### config.mk
export PLATFORM = sky130hd
export DESIGN_NAME = alu_operand_sequencer
export DESIGN_NICKNAME = d
export VERILOG_FILES = /design/src/rtl/alu_operand_sequencer.sv
export SDC_FILE = /design/constraint.sdc
export NUM_CORES = 1
export LEC_CHECK = 0
export CELL_PAD_IN_SITES_DETAIL_PLACEMENT = 0
export CELL_PAD_IN_SITES_GLOBAL_PLACEMENT = 1
export CORE_ASPECT_RATIO = 1.75
export CORE_MARGIN = 2
export CORE_UTILIZATION = 49
export CTS_CLUSTER_SIZE = 28
export DETAILED_ROUTE_END_ITERATION = 7
export GPL_TIMING_DRIVEN = 0
export HOLD_SLACK_MARGIN = 0.02
export PLACE_DENSITY_LB_ADDON = 0.1
export REMOVE_ABC_BUFFERS = 1
export SLEW_MARGIN = 10
export SYNTH_ARGS = -nofsm -noshare
export SYNTH_HDL_FRONTEND = slang
export SYNTH_SLANG_ARGS = --single-unit
### constraint.sdc
create_clock -name clk -period 5.7 [get_ports clk]
set_input_delay 0.855 -clock clk [delete_from_list [all_inputs] [get_ports clk]]
set_output_delay 0.855 -clock clk [all_outputs]
set_load 0.01 [all_outputs]
### src/rtl/alu_operand_sequencer.sv
// Operand fetch / execute / writeback sequencer around an external 16-bit ALU.
// Owns the register file and the A/B/C pipeline registers, plus {N,V,Z} status.
module alu_operand_sequencer #(
   parameter int DATA_W = 16,
   parameter int NREGS  = 8,
   localparam int AW    = $clog2(NREGS)
) (
   input  logic              clk,
   input  logic              reset,
   input  logic              start,
   input  logic [1:0]        op,
   input  logic [AW-1:0]     rn,
   input  logic [AW-1:0]     rm,
   input  logic [AW-1:0]     rd,
   input  logic [1:0]        shift,
   input  logic              use_imm,
   input  logic [DATA_W-1:0] imm,
   input  logic              write_en,
   input  logic              ext_we,
   input  logic [AW-1:0]     ext_addr,
   input  logic [DATA_W-1:0] ext_data,
   input  logic [AW-1:0]     dbg_addr,
   output logic [DATA_W-1:0] dbg_data,
   output logic [DATA_W-1:0] alu_a,
   output logic [DATA_W-1:0] alu_b,
   output logic [1:0]        alu_op,
   input  logic [DATA_W-1:0] alu_result,
   input  logic              alu_z,
   output logic              busy,
   output logic              done,
   output logic [2:0]        status
);

   typedef enum logic [2:0] {
      S_IDLE, S_LOAD_A, S_LOAD_B, S_EXEC, S_WRITE
   } state_t;

   localparam int MSB = DATA_W - 1;

   state_t            state_q;
   logic [DATA_W-1:0] regs_q [NREGS];
   logic [DATA_W-1:0] a_q, b_q, c_q, imm_q;
   logic [1:0]        op_q, shift_q;
   logic [AW-1:0]     rn_q, rm_q, rd_q;
   logic              use_imm_q, we_q;
   logic              busy_q, done_q;
   logic [2:0]        status_q;

   logic [DATA_W-1:0] b_d;
   logic              v_d;

   always_comb begin
      b_d = regs_q[rm_q];
      if (use_imm_q) begin
         b_d = imm_q;
      end else begin
         case (shift_q)
            2'b01:   b_d = {regs_q[rm_q][MSB-1:0], 1'b0};
            2'b10:   b_d = {1'b0, regs_q[rm_q][MSB:1]};
            2'b11:   b_d = {regs_q[rm_q][MSB], regs_q[rm_q][MSB:1]};
            default: b_d = regs_q[rm_q];
         endcase
      end
   end

   // Signed overflow only exists for ADD/SUB; logic ops never overflow.
   always_comb begin
      v_d = 1'b0;
      case (op_q)
         2'b00:   v_d = (a_q[MSB] == b_q[MSB]) && (alu_result[MSB] != a_q[MSB]);
         2'b01:   v_d = (a_q[MSB] != b_q[MSB]) && (alu_result[MSB] != a_q[MSB]);
         default: v_d = 1'b0;
      endcase
   end

   always_ff @(posedge clk) begin
      if (reset) begin
         state_q   <= S_IDLE;
         for (int i = 0; i < NREGS; i++) regs_q[i] <= '0;
         a_q       <= '0;
         b_q       <= '0;
         c_q       <= '0;
         imm_q     <= '0;
         op_q      <= '0;
         shift_q   <= '0;
         rn_q      <= '0;
         rm_q      <= '0;
         rd_q      <= '0;
         use_imm_q <= 1'b0;
         we_q      <= 1'b0;
         busy_q    <= 1'b0;
         done_q    <= 1'b0;
         status_q  <= '0;
      end else begin
         case (state_q)
            S_IDLE: begin
               // The external load lands this edge, so LOAD_A/LOAD_B see it.
               if (ext_we) regs_q[ext_addr] <= ext_data;
               if (start) begin
                  op_q      <= op;
                  rn_q      <= rn;
                  rm_q      <= rm;
                  rd_q      <= rd;
                  shift_q   <= shift;
                  use_imm_q <= use_imm;
                  imm_q     <= imm;
                  we_q      <= write_en;
                  busy_q    <= 1'b1;
                  state_q   <= S_LOAD_A;
               end
            end
            S_LOAD_A: begin
               a_q     <= regs_q[rn_q];
               state_q <= S_LOAD_B;
            end
            S_LOAD_B: begin
               b_q     <= b_d;
               state_q <= S_EXEC;
            end
            S_EXEC: begin
               c_q      <= alu_result;
               status_q <= {alu_result[MSB], v_d, alu_z};
               done_q   <= 1'b1;
               state_q  <= S_WRITE;
            end
            S_WRITE: begin
               if (we_q) regs_q[rd_q] <= c_q;
               done_q  <= 1'b0;
               busy_q  <= 1'b0;
               state_q <= S_IDLE;
            end
            default: begin
               busy_q  <= 1'b0;
               done_q  <= 1'b0;
               state_q <= S_IDLE;
            end
         endcase
      end
   end

   assign dbg_data = regs_q[dbg_addr];
   assign alu_a    = a_q;
   assign alu_b    = b_q;
   assign alu_op   = op_q;
   assign busy     = busy_q;
   assign done     = done_q;
   assign status   = status_q;

endmodule
==> results.py <==
metrics = {
    "grt": {
        "grt_pass1_wl_um": 48600,
        "antenna_found_initial": 0,
        "grt_pass1_vias": 8574,
        "grt_overflow": 0,
        "grtUsageTotal_pct": 26.4,
        "grt_max_degree": 46,
    },
    "die": {
        "dieArea_sq_um": 24300,
        "start_util_pct": 49.7,
        "pin_count": 129,
        "row_count": 73,
        "die_y_um": 205,
        "die_w_um": 119,
        "core_area_sq_um": 22700,
    },
    "synth": {
        "synthCells": 985,
        "synth_ff_type": "edfxtp_1",
        "synth-edff-count": 128,
        "seq_area_frac_synth_pct": 49.9,
        "synthArstFlopShare_pct": 0,
        "syn_area_sq_um": 11300,
        "synth_seq_cells": 217,
        "syn_avg_cell_area_sq_um": 11.4,
        "yosys-top-cells-area": "edfxtp_1 34%, dfxtp_1 16%, mux4_2 14%, mux2i_1 7.1%, nor2_1 5.0%",
        "synth_top_area_share_pct": 34.1,
        "ys_types": 52,
        "yosys.area.top_type": "edfxtp_1",
        "yosys_warnings": 0,
    },
    "pwr": {
        "intPower_uw": 2940,
        "p_leak_uw": 0.00446,
        "ir_drop_mv": 0.203,
        "pwr-share-seq_pct": 46.6,
        "p_clk_share_pct": 37.2,
        "p_switching_uw": 1040,
        "p_comb_share_pct": 16.2,
        "power_density_nw_per_um2": 293,
        "switching_share_pct": 26.0,
    },
    "clock_tree": {
        "clk_path_buf_depth": 3,
        "cts_tree": "yes",
        "cts_resized": 0,
        "cts_hold_buf": 0,
        "postCtsSetupBuffers": 0,
        "clkSlewWorstSetupHoldPaths_ps": 60,
        "htreeDepth": 1,
        "worstSkewPairLatency_ps": 520,
        "cts.sinks": 217,
        "root_buffer": "clkbuf_16",
        "cts_buffers": 22,
    },
    "final_layout": {
        "final_layout_size_suffix_gt1_share_pct": 15.1,
        "fillers": 1981,
        "syn_to_final_growth_pct": 20.3,
        "layout_common_cells": "150 x nor2_1, 128 x edfxtp_1, 125 x clkdlybuf4s50_1",
        "fin_cells": 1385,
        "final_common_cell": "nor2_1",
        "nets": 1143,
        "insertedDiodeCount": 0,
        "finalInstanceArea_sq_um": 13600,
    },
    "setup_path": {
        "crit_end": "regs_q[3][15]$_SDFFCE_PN0P_",
        "r2r_end": "regs_q[2][15]$_SDFFCE_PN0P_",
        "crit_fanout": 45,
        "required_ps": 5690,
        "cp_num_buf_inv": 3,
        "cp_cell_sequence": "buf_4 > buf_12 > inv_1 > nand3_1 > o32a_1 > nand2_1",
        "path_depth": 6,
        "cp_slowest_cell": "nand2_1",
        "setup.worst_path.start": "reset",
        "reg2reg_depth": 4,
        "critPathMaxStageDelay_ps": 970,
        "path_delay_family": "simple AND/OR/NAND/NOR gates",
        "end_kind": "flop",
        "worstPathArrival_ps": 4160,
        "cp-start-kind": "primary input",
        "rrSetupSlack_ps": 1720,
        "crit_type": "primary input to flop",
        "rr_startpoint": "state_q[2]$_SDFFE_PP0P_",
    },
    "detailed_routing": {
        "ant_nets": 0,
        "wire_per_inst_um": 23.1,
        "viasPerCell": 6.03,
        "routed_wirelength_um": 32000,
        "vias": 8358,
        "firstDrtPassIters": 5,
        "drt_iter0_drc": 563,
        "drc_errors": 0,
    },
    "sta": {
        "slew_violations": 0,
        "rsz0062_at_grt": "no",
        "fmax_mhz": 240,
        "slew_headroom_pct": 13.7,
        "fin_skew_ps": 12.0,
        "fin_crit_sh_pct": 73.2,
        "setup_violations": 0,
        "setup_slack_ps": 1520,
        "min_period_ps": 4180,
        "tns_ps": 0,
        "final-hold-violation-count": 0,
        "worst_pin_slew_ps": 1290,
    },
    "place": {
        "portBuffers": 128,
        "dp.cells": 1345,
        "place.gp.congestion": 0.821,
        "hpwl_um": 21600,
        "place_area_sq_um": 12800,
        "dp_slack_ps": 1030,
    },
    "run_status": {
        "status": "complete, no violations",
    },
    "job": {
        "max_cap_violations": 0,
    },
    "min_path": {
        "hold_path.class": "flop to flop",
        "min_from": "imm_q[10]$_SDFFE_PP0P_",
    },
}
[layer usage]
| layer | vias to the layer above | GRT usage (%) | part of all wire (%) |
|---|---|---|---|
| li1 | 3863 | - | - |
| met1 | 4161 | 30.9 | 38 |
| met2 | 272 | 49.4 | 54 |
| met3 | 62 | 2.78 | 5.0 |
| met4 | 0 | 9.86 | 3.1 |
| met5 | - | 0 | 0 |
[tightest hold or removal path, stage by stage (launching register included)]
cell and delay, ps:
dfxtp_1 310, nand2_1 50, a21oi_1 50
[power by group through the flow]
stage	Combinational, uW	Clock, uW	Sequential, uW
finish	646	1480	1850
global route	694	1560	1870
CTS	650	1490	1850
detailed placement	647	0	1880
global placement	627	0	1890
floorplan	351	0	1870
[through the flow]
step / hold slack (ps) / util, % / power (uW)
2_1_floorplan: 425 / - / 2220
4_1_cts: 454 / 59.9 / 4000
3_5_place_dp: 446 / 56.6 / 2530
5_1_grt: 473 / 59.9 / 4120
6_report: 451 / 59.9 / 3980
3_3_place_gp: 441 / 55.4 / 2520
[cells by family (layout without fill, tap and decap cells)]
| kind of cell | Yosys count | count (layout) | share of synthesized area [%] |
|---|---|---|---|
| DFF | 217 | 217 | 49.9 |
| muxes | 174 | 174 | 23.7 |
| buffers and inverters | 90 | 190 | 3.36 |
| and+or+nand+nor | 346 | 346 | 13.4 |
| xor gates and xnor gates | 2 | 2 | 0.155 |
| AOI/OAI and AO/OA | 156 | 156 | 9.44 |
[how the worst min path moves through the flow]
stage / end / slack (ps) / depth (start not counted)
floorplan: imm_q[10]$_SDFFE_PP0P_ / 430 / 2
global placement: imm_q[11]$_SDFFE_PP0P_ / 440 / 2
detailed placement: imm_q[8]$_SDFFE_PP0P_ / 450 / 2
CTS: flop / 450 / 2
global route: imm_q[1]$_SDFFE_PP0P_ / 470 / 2
finish: imm_q[10]$_SDFFE_PP0P_ / 450 / 2
[registers in the layout (all words and copies together) (netlist names), named ones only]
signal and flops:
alu_a 16, alu_b 16, alu_op 2, busy 1, c_q 15, done 1
imm_q 16, rd_q 3, regs_q 128, rm_q 3, rn_q 3, shift_q 2
state_q 3, status 3, use_imm_q 1, we_q 1
[synth_stat cells, drive strengths merged (4+ instances only)]
| cell type | count |
|---|---|
| nor2 | 152 |
| edfxtp | 128 |
| nand2 | 112 |
| dfxtp | 89 |
| mux2i | 80 |
| mux4 | 72 |
| a21oi | 61 |
| clkbuf | 53 |
| buf | 33 |
| nand3 | 28 |
| a22oi | 22 |
| mux2 | 22 |
| a211oi | 17 |
| nand3b | 14 |
| a31oi | 12 |
| o211ai | 12 |
| nor2b | 9 |
| a32oi | 7 |
| a41oi | 7 |
| nor3 | 7 |
| a21o | 5 |
| inv | 4 |
| nor4 | 4 |
[final cells by class]
type | instances | area (sq um) | share of cell area [%]
flip-flops and latches | 217 | 5640 | 41.6
multi-input cells | 678 | 5300 | 39.1
repair buffers | 146 | 1500 | 11.1
clock buffers | 32 | 639 | 4.72
well taps | 300 | 375 | 2.77
clock inverters | 8 | 93.8 | 0.692
inverters | 4 | 15.0 | 0.111
No activity file was read; power rests on OpenSTA's default activity.
